`src/rtl/rv32i_pkg.sv`:
```
// Shared RV32I definitions: opcodes, register index type, bypass record and operand-usage decode.
package rv32i_pkg;

    localparam int XLEN_DEFAULT = 32;
    localparam int REG_IDX_W    = 5;

    typedef logic [REG_IDX_W-1:0] reg_index_t;
    typedef logic [6:0]           opcode_t;

    localparam opcode_t OPC_LOAD     = 7'b0000011;
    localparam opcode_t OPC_MISC_MEM = 7'b0001111;
    localparam opcode_t OPC_OP_IMM   = 7'b0010011;
    localparam opcode_t OPC_AUIPC    = 7'b0010111;
    localparam opcode_t OPC_STORE    = 7'b0100011;
    localparam opcode_t OPC_OP       = 7'b0110011;
    localparam opcode_t OPC_LUI      = 7'b0110111;
    localparam opcode_t OPC_BRANCH   = 7'b1100011;
    localparam opcode_t OPC_JALR     = 7'b1100111;
    localparam opcode_t OPC_JAL      = 7'b1101111;
    localparam opcode_t OPC_SYSTEM   = 7'b1110011;

    // One forwarding source as seen by operand fetch; execute and memory stages drive these.
    typedef struct packed {
        logic                    valid;
        reg_index_t              rd_index;
        logic                    data_ready;
        logic [XLEN_DEFAULT-1:0] data;
    } bypass_t;

    function automatic logic uses_rs1(input opcode_t opc);
        case (opc)
            OPC_OP, OPC_OP_IMM, OPC_LOAD, OPC_STORE, OPC_BRANCH, OPC_JALR: uses_rs1 = 1'b1;
            default:                                                      uses_rs1 = 1'b0;
        endcase
    endfunction

    function automatic logic uses_rs2(input opcode_t opc);
        case (opc)
            OPC_OP, OPC_STORE, OPC_BRANCH: uses_rs2 = 1'b1;
            default:                       uses_rs2 = 1'b0;
        endcase
    endfunction

endpackage

```
`src/rtl/operand_bypass_mux.sv`:
```
// Resolves one source operand: x0, youngest matching bypass source, or register-file data.
module operand_bypass_mux
    import rv32i_pkg::*;
#(
    parameter int XLEN       = 32,
    parameter int NUM_BYPASS = 2
) (
    input  reg_index_t                     index_i,
    input  logic                           used_i,
    input  logic [XLEN-1:0]                rf_data_i,
    input  logic [NUM_BYPASS-1:0]          bp_valid_i,
    input  logic [NUM_BYPASS*REG_IDX_W-1:0] bp_rd_index_i,
    input  logic [NUM_BYPASS-1:0]          bp_data_ready_i,
    input  logic [NUM_BYPASS*XLEN-1:0]     bp_data_i,
    output logic [XLEN-1:0]                data_o,
    output logic                           stall_o
);

    logic found;
    logic win_ready;

    always_comb begin
        // NOTE: every variable gets a default before any branch so no latch is inferred.
        data_o    = rf_data_i;
        found     = 1'b0;
        win_ready = 1'b1;
        if (index_i == '0) begin
            data_o = '0;
        end else begin
            // Ascending scan with a found flag: the first (youngest) match wins, older sources are ignored.
            for (int i = 0; i < NUM_BYPASS; i++) begin
                if (!found && bp_valid_i[i] && (bp_rd_index_i[i*REG_IDX_W +: REG_IDX_W] == index_i)) begin
                    found     = 1'b1;
                    data_o    = bp_data_i[i*XLEN +: XLEN];
                    win_ready = bp_data_ready_i[i];
                end
            end
        end
        stall_o = used_i && found && !win_ready;
    end

endmodule

```
`src/rtl/operand_fetch_stage.sv`:
```
// Operand fetch: register-file read, forwarding, load-use stall and a registered bundle toward execute.
module operand_fetch_stage
    import rv32i_pkg::*;
#(
    parameter int XLEN       = 32,
    parameter int NUM_BYPASS = 2
) (
    input  logic                            clk,
    input  logic                            rst_n,
    input  logic                            flush,
    input  logic                            in_valid,
    output logic                            in_ready,
    input  logic [31:0]                     in_instruction,
    input  logic [31:0]                     in_pc,
    output logic [4:0]                      rs1_read_index,
    output logic [4:0]                      rs2_read_index,
    input  logic [XLEN-1:0]                 rs1_read_data,
    input  logic [XLEN-1:0]                 rs2_read_data,
    input  logic [NUM_BYPASS-1:0]           bp_valid,
    input  logic [NUM_BYPASS*5-1:0]         bp_rd_index,
    input  logic [NUM_BYPASS-1:0]           bp_data_ready,
    input  logic [NUM_BYPASS*XLEN-1:0]      bp_data,
    output logic                            out_valid,
    input  logic                            out_ready,
    output logic [31:0]                     out_pc,
    output logic [31:0]                     out_instruction,
    output logic [4:0]                      out_rd_index,
    output logic [XLEN-1:0]                 out_rs1_data,
    output logic [XLEN-1:0]                 out_rs2_data
);

    opcode_t         opcode;
    reg_index_t      rd_index;
    logic            rs1_used, rs2_used;
    logic [XLEN-1:0] rs1_res, rs2_res;
    logic            rs1_stall, rs2_stall;
    logic            hazard;
    logic            accept;

    logic            valid_q, valid_d;
    logic [31:0]     pc_q, pc_d;
    logic [31:0]     instr_q, instr_d;
    reg_index_t      rd_q, rd_d;
    logic [XLEN-1:0] rs1_q, rs1_d;
    logic [XLEN-1:0] rs2_q, rs2_d;

    assign opcode         = in_instruction[6:0];
    assign rd_index       = in_instruction[11:7];
    assign rs1_read_index = in_instruction[19:15];
    assign rs2_read_index = in_instruction[24:20];
    assign rs1_used       = uses_rs1(opcode);
    assign rs2_used       = uses_rs2(opcode);

    operand_bypass_mux #(.XLEN(XLEN), .NUM_BYPASS(NUM_BYPASS)) u_rs1_mux (
        .index_i         (rs1_read_index),
        .used_i          (rs1_used),
        .rf_data_i       (rs1_read_data),
        .bp_valid_i      (bp_valid),
        .bp_rd_index_i   (bp_rd_index),
        .bp_data_ready_i (bp_data_ready),
        .bp_data_i       (bp_data),
        .data_o          (rs1_res),
        .stall_o         (rs1_stall)
    );

    operand_bypass_mux #(.XLEN(XLEN), .NUM_BYPASS(NUM_BYPASS)) u_rs2_mux (
        .index_i         (rs2_read_index),
        .used_i          (rs2_used),
        .rf_data_i       (rs2_read_data),
        .bp_valid_i      (bp_valid),
        .bp_rd_index_i   (bp_rd_index),
        .bp_data_ready_i (bp_data_ready),
        .bp_data_i       (bp_data),
        .data_o          (rs2_res),
        .stall_o         (rs2_stall)
    );

    // Hazard depends only on the instruction and bypass state, never on in_valid.
    assign hazard   = rs1_stall || rs2_stall;
    assign in_ready = (!valid_q || out_ready) && !hazard;
    assign accept   = in_valid && in_ready && !flush;

    always_comb begin
        valid_d = valid_q;
        pc_d    = pc_q;
        instr_d = instr_q;
        rd_d    = rd_q;
        rs1_d   = rs1_q;
        rs2_d   = rs2_q;
        if (flush) begin
            valid_d = 1'b0;
        end else if (accept) begin
            valid_d = 1'b1;
            pc_d    = in_pc;
            instr_d = in_instruction;
            rd_d    = rd_index;
            rs1_d   = rs1_res;
            rs2_d   = rs2_res;
        end else if (out_ready) begin
            valid_d = 1'b0;
        end
    end

    // NOTE: the datapath registers are reset too, because execute observes them as all-zero after reset.
    always_ff @(posedge clk) begin
        // NOTE: state registers use non-blocking assignments so every flop samples pre-edge values.
        if (!rst_n) begin
            valid_q <= 1'b0;
            pc_q    <= '0;
            instr_q <= '0;
            rd_q    <= '0;
            rs1_q   <= '0;
            rs2_q   <= '0;
        end else begin
            valid_q <= valid_d;
            pc_q    <= pc_d;
            instr_q <= instr_d;
            rd_q    <= rd_d;
            rs1_q   <= rs1_d;
            rs2_q   <= rs2_d;
        end
    end

    assign out_valid       = valid_q;
    assign out_pc          = pc_q;
    assign out_instruction = instr_q;
    assign out_rd_index    = rd_q;
    assign out_rs1_data    = rs1_q;
    assign out_rs2_data    = rs2_q;

endmodule

```
`config.mk`:
```
export PLATFORM = sky130hd
export DESIGN_NAME = operand_fetch_stage
export DESIGN_NICKNAME = d
export VERILOG_FILES = /design/src/rtl/rv32i_pkg.sv /design/src/rtl/operand_bypass_mux.sv /design/src/rtl/operand_fetch_stage.sv
export SDC_FILE = /design/constraint.sdc
export NUM_CORES = 1
export LEC_CHECK = 0
export CAP_MARGIN = 20
export CORE_AREA = 5 5 136 138
export DETAILED_ROUTE_END_ITERATION = 10
export DIE_AREA = 0 0 141 143
export GPL_TIMING_DRIVEN = 1
export PLACE_DENSITY = 0.92
export SYNTH_ARGS = -nofsm -noshare
export SYNTH_HDL_FRONTEND = slang
export SYNTH_SLANG_ARGS = --single-unit
```
`constraint.sdc`:
```
create_clock -name clk -period 3.5 [get_ports clk]
set_input_delay 0.7 -clock clk [delete_from_list [all_inputs] [get_ports clk]]
set_output_delay 0.7 -clock clk [all_outputs]
set_load 0.01 [all_outputs]
```
After elaboration in Yosys (flattened, before gate mapping)
Index checks and enable logic that the tools add are counted. Widths: inputs -> output; s select.

Bits in registers: 134. RAM bits: 0. Memory bits (read-only): 0. Memories: 0. Bits in latches: 0. Bits of input ports: 211.

Add/subtract/negate cells: 0. Magnitude comparators: 0. Div/mod/pow operators: 0. Reductions and logical operators: 29. Shift-type cells: 0. Muxes and demuxes: 24. Bitwise logic cells: 2. Equality and inequality tests: 10. $mul: 0.

Operator list (count): $mux 32 (6); $eq 5x5->1 (4); $mux 1 (18); $eq 7x6->1 const B (2); $eq 7x7->1 const B (2); $logic_and 1x1->1 (13); $logic_not 5->1 (2); $eq 7x2->1 const B (1); $eq 7x5->1 const B (1); $logic_not 1->1 (7); $reduce_or 6->1 (1); $reduce_or 3->1 (1); $logic_or 1x1->1 (2); $not 1->1 (2); $reduce_and 2->1 (1); $reduce_bool 2->1 (1); $reduce_or 2->1 (1).

Logic depth before layout (Yosys ltp)
Depth after elaboration: 17. Mapped depth: 9.

By module
Synthesis repeated with hierarchy kept, for this count alone.

Cell total of the unflattened synthesis: 956. Area, all modules: 7995.2 um^2.

Modules (own cells, without submodules): operand_fetch_stage (times used 1, cells each 584, sequential area each 2582.5 um^2, area each 5395.2 um^2); operand_bypass_mux (times used 2, cells each 186, sequential area each 0.0 um^2, area each 1300.0 um^2).

Worst setup path after synthesis
OpenSTA, ideal clock, no wires.

Kind: input to output. Start point: input in_instruction[17]. End point: output in_ready. Data required time: 2800 ps. Data arrival time: 1762 ps. Stages on the path: 6. Path slack: 1038 ps. Buffers on the path: 0. Path through: xor2_1 > nor4_1 > nand3_1 > o31a_1 > o21a_1 > and2_1.

Cells in the longest elaborated chain, start to end: 14. Elaborated cells between the ends (all ways): 20. Classes of those cells: eq/ne: 2; mux: 7; reduce/logical: 11.

RTL lines: start, declared (line operand_fetch_stage.sv:13) `input logic [31:0] in_instruction,`; $eq 5x5->1 (line operand_bypass_mux.sv:32) `if (!found && bp_valid_i[i] && (bp_rd_index_i[i*REG_IDX_W +: REG_IDX_W] == index_i)) begin`; $logic_and 1x1->1 (line operand_bypass_mux.sv:32); $mux 1 (line operand_bypass_mux.sv:32); $mux 1 (line operand_bypass_mux.sv:27) `if (index_i == '0) begin`; $logic_not 1->1 (line operand_bypass_mux.sv:32); $logic_and 1x1->1 (2 in series) (line operand_bypass_mux.sv:32); $mux 1 (line operand_bypass_mux.sv:32); $mux 1 (line operand_bypass_mux.sv:27); $logic_and 1x1->1 or $logic_not 1->1 (tied branches) (line operand_bypass_mux.sv:39) `stall_o = used_i && found && !win_ready;`; $logic_and 1x1->1 * (line operand_bypass_mux.sv:39); $logic_or 1x1->1 * (line operand_fetch_stage.sv:79) `assign hazard = rs1_stall || rs2_stall;`; $logic_not 1->1 * (line operand_fetch_stage.sv:80) `assign in_ready = (!valid_q || out_ready) && !hazard;`; $logic_and 1x1->1 * (line operand_fetch_stage.sv:80); end, declared (line operand_fetch_stage.sv:12) `output logic in_ready,`.

Every way passes the cells marked *; elsewhere a longest branch is shown, timed or not. The select of a mux whose other input is x is not followed.

Final worst setup path
Start point: input bp_rd_index[2]. End point: output in_ready.

Cells in the longest elaborated chain, start to end: 14. Elaborated cells between the ends (all ways): 33. Classes of those cells: eq/ne: 2; mux: 14; reduce/logical: 17.

RTL lines: start, declared (line operand_fetch_stage.sv:20) `input logic [NUM_BYPASS*5-1:0] bp_rd_index,`; $eq 5x5->1 (line operand_bypass_mux.sv:32); $logic_and 1x1->1 (line operand_bypass_mux.sv:32); $mux 1 (line operand_bypass_mux.sv:32); $mux 1 (line operand_bypass_mux.sv:27); $logic_not 1->1 (line operand_bypass_mux.sv:32); $logic_and 1x1->1 (2 in series) (line operand_bypass_mux.sv:32); $mux 1 (line operand_bypass_mux.sv:32); $mux 1 (line operand_bypass_mux.sv:27); $logic_and 1x1->1 or $logic_not 1->1 (tied branches) (line operand_bypass_mux.sv:39); $logic_and 1x1->1 (line operand_bypass_mux.sv:39); $logic_or 1x1->1 * (line operand_fetch_stage.sv:79); $logic_not 1->1 * (line operand_fetch_stage.sv:80); $logic_and 1x1->1 * (line operand_fetch_stage.sv:80).

Marks and branches as above.

==> results_dict.tcl <==
set metrics [dict create \
    maxCapViolations 0 \
    synth-seq-cells 129 \
    min_path_cells 2 \
    syn_area_um2 6990 \
    cp_cell_sequence "clkdlybuf4s50_1 > xor2_1 > nor4_2 > nand3_2 > buf_4 > o31a_1 > o21a_1 > and2_1 > clkdlybuf4s15_1" \
    period_share_pct 96.0 \
    synth_fp_nets 987 \
    synth_flop_cell "dfxtp_1" \
    synth.area.top_cells "dfxtp_1 (37%), mux2i_1 (28%), nand2_1 (11%), a211o_1 (8.0%), nor2_1 (3.6%)" \
    r2r_slack_ps 1820 \
    dpl.hpwl_mm 19.2 \
    antenna_left 0 \
    cts_hold_buffers 0 \
    synth_area_per_cell_um2 9.01 \
    portBuffers 355 \
    drv_slew 0 \
    grt.total_usage_pct 24.3 \
    crit_arrival_ps 2660 \
    drt_iter0_drc 302 \
    yosys_warnings 0 \
    crit_path_max_incr_delay_ps 430 \
    required_ps 2800 \
    ys_types 29 \
    synth.most_common_cell "nand2_1" \
    dr.pass1.iters 5 \
    synth_common_cells "nand2_1 (197), mux2i_1 (193), dfxtp_1 (129)" \
    r2r-end "out_rs2_data[4]" \
    rsz0062_at_grt "no" \
    cp-start-kind "input port" \
    criticalPathCategory "input port to output port" \
    slew_headroom_pct 50.4 \
    clock_path_buffers 2 \
    htreeDepth 4 \
    die_w_um 141 \
    leakagePower_nw 4.87 \
    wirelength_mm 25.5 \
    first_global_vias 7157 \
    routedWlPerCell_um 18.8 \
    syn_inst 776 \
    synth.largest_area_cell "dfxtp_1" \
    hold_path.class "flip-flop to flip-flop" \
    viasPerCell 5.11 \
    path_max_fanout 4 \
    fin_skew_ps 7.50 \
    core_um2 17100 \
    io_pins 356 \
    cp_top_family "buffers and inverters" \
    cts-root-buf "clkbuf_16" \
    cts.sink_count 129 \
    rows 48 \
    ir_drop_mv 0.294 \
    synth-edff-count 0 \
    worst_pin_slew_ps 744 \
    grt_pass1_wl_mm 38.2 \
    start_util_pct 41.0 \
    grt-ovfl-total 0 \
    worstSetupEndpointType "output port" \
    syn_to_final_growth_pct 61.8 \
    clkSlewWorstSetupHoldPaths_ps 60 \
    vias 6915 \
    ff2ff_path_depth 8 \
    crit_slowest_cell "clkdlybuf4s50_1" \
    drc 0 \
    die_h_um 143 \
    hold_end "out_rs2_data[26]" \
    tns_ps 0 \
    antenna_found_initial 1 \
    place.gp.congestion 0.918 \
    power_density_nw_per_um2 376 \
    grt_start_max_net_pins 113 \
    setup_viol 0 \
    yosysTopAreaCellShare_pct 36.9 \
    design.die.area_um2 20200 \
    rr_startpoint "out_valid" \
    clkLatencyLatePin_ps 410 \
    finalNetCount 1328 \
    hold_viol 0 \
    hp-start "out_rs2_data[26]" \
    clock.fmax_mhz 297 \
    post-route-min-period_ps 3360 \
    cts_tree "yes" \
    p_total_mw 4.25 \
    cts_buffers 17 \
    ys_seq_area_share_pct 36.9 \
    fill_cells 1354 \
    status "complete, no violations" \
    drive_gt1_share_pct 7.27 \
    async_flop_share_pct 0 \
    crit_buf_inv 3 \
]
==> how the worst max path moves through the flow <==
stage	startpoint	slack, ps	endpoint	cells past startpoint
after floorplan	in_instruction[17]	1040	in_ready	6
after global placement	in_instruction[17]	-110	in_ready	8
after detailed placement	in_instruction[17]	-120	in_ready	8
after CTS	in_instruction[15]	60	out_rs1_data[31]	18
after global routing	bp_rd_index[2]	20	in_ready	9
final	bp_rd_index[2]	140	in_ready	9
==> tightest hold or removal path, delay by kind of cell (launching register included) <==
kind	cells	cell delay, ps
multiplexers	1	50
flip-flops	1	300
AND/OR/NAND/NOR	1	50
==> per-stage QoR <==
| step | setup slack, ps | cell area, um2 | instances | hold WS (ps) | utilization, % |
|---|---|---|---|---|---|
| finish | 138 | 11300 | 1354 | 457 | 66.3 |
| CTS | 64.0 | 11300 | 1352 | 458 | 66.2 |
| detailed placement | -123 | 10600 | 1310 | 451 | 62.2 |
| floorplan | 1040 | 6990 | 776 | 482 | - |
| global placement | -109 | 10600 | 1310 | 443 | 62.2 |
| global route | 24.8 | 11300 | 1354 | 467 | 66.3 |
==> what timing repair did <==
action | 4_1_cts | 5_1_grt
pin swaps | 2 | 2
resized for setup | 2 | 2
setup buffers | 12 | 2
endpoints found under the setup margin | 1 | 14
gates cloned | 0 | 0
==> layout make-up <==
type	count	area, um2	area share (%)
antenna	1	2.50	0.0221
clock buffer	19	443	3.92
clock inverter	11	140	1.24
inverter	1	3.75	0.0332
multi-input combinational	567	3850	34.1
sequential	129	2580	22.8
tap	225	282	2.49
timing repair buffer	401	4000	35.4
==> routing by layer <==
layer | vias up | global-route usage [%] | wire [um]
met5 | - | 0 | 0
met4 | 0 | 10.8 | 789
met3 | 55 | 8.61 | 2100
met2 | 280 | 44.1 | 13200
met1 | 3267 | 25.4 | 9350
li1 | 3313 | - | -
==> registers in the layout (all words and copies together), names as in the netlist <==
signal and count:
out_rs1_data 32, out_valid 1, out_rs2_data 32, out_pc 32, out_instruction 32
==> power breakdown <==
part	total [mW]	leakage, nW	switching [mW]	internal (mW)
clock	1.77	0.276	0.647	1.12
combinational	0.884	3.54	0.360	0.524
sequential	1.59	1.06	0.0431	1.55
==> placed cells by master, fill, tap and decap left out, types with 7 or more instances in the layout <==
cell	count
xnor2_1	7
buf_12	8
clkdlybuf4s50_1	352
xor2_1	13
a211o_1	64
nand2_1	197
clkbuf_16	17
nor2_1	67
mux2i_1	193
dfxtp_1	129
buf_4	38
==> cell families after synthesis <==
logic type	share of synthesized area (%)
muxes	27.6
and+or+nand+nor	16.1
AOI/OAI and AO/OA	8.50
DFF	36.9
buffers and inverters	8.34
xor gates and xnor gates	2.51
(Power assumes the default switching activity.)
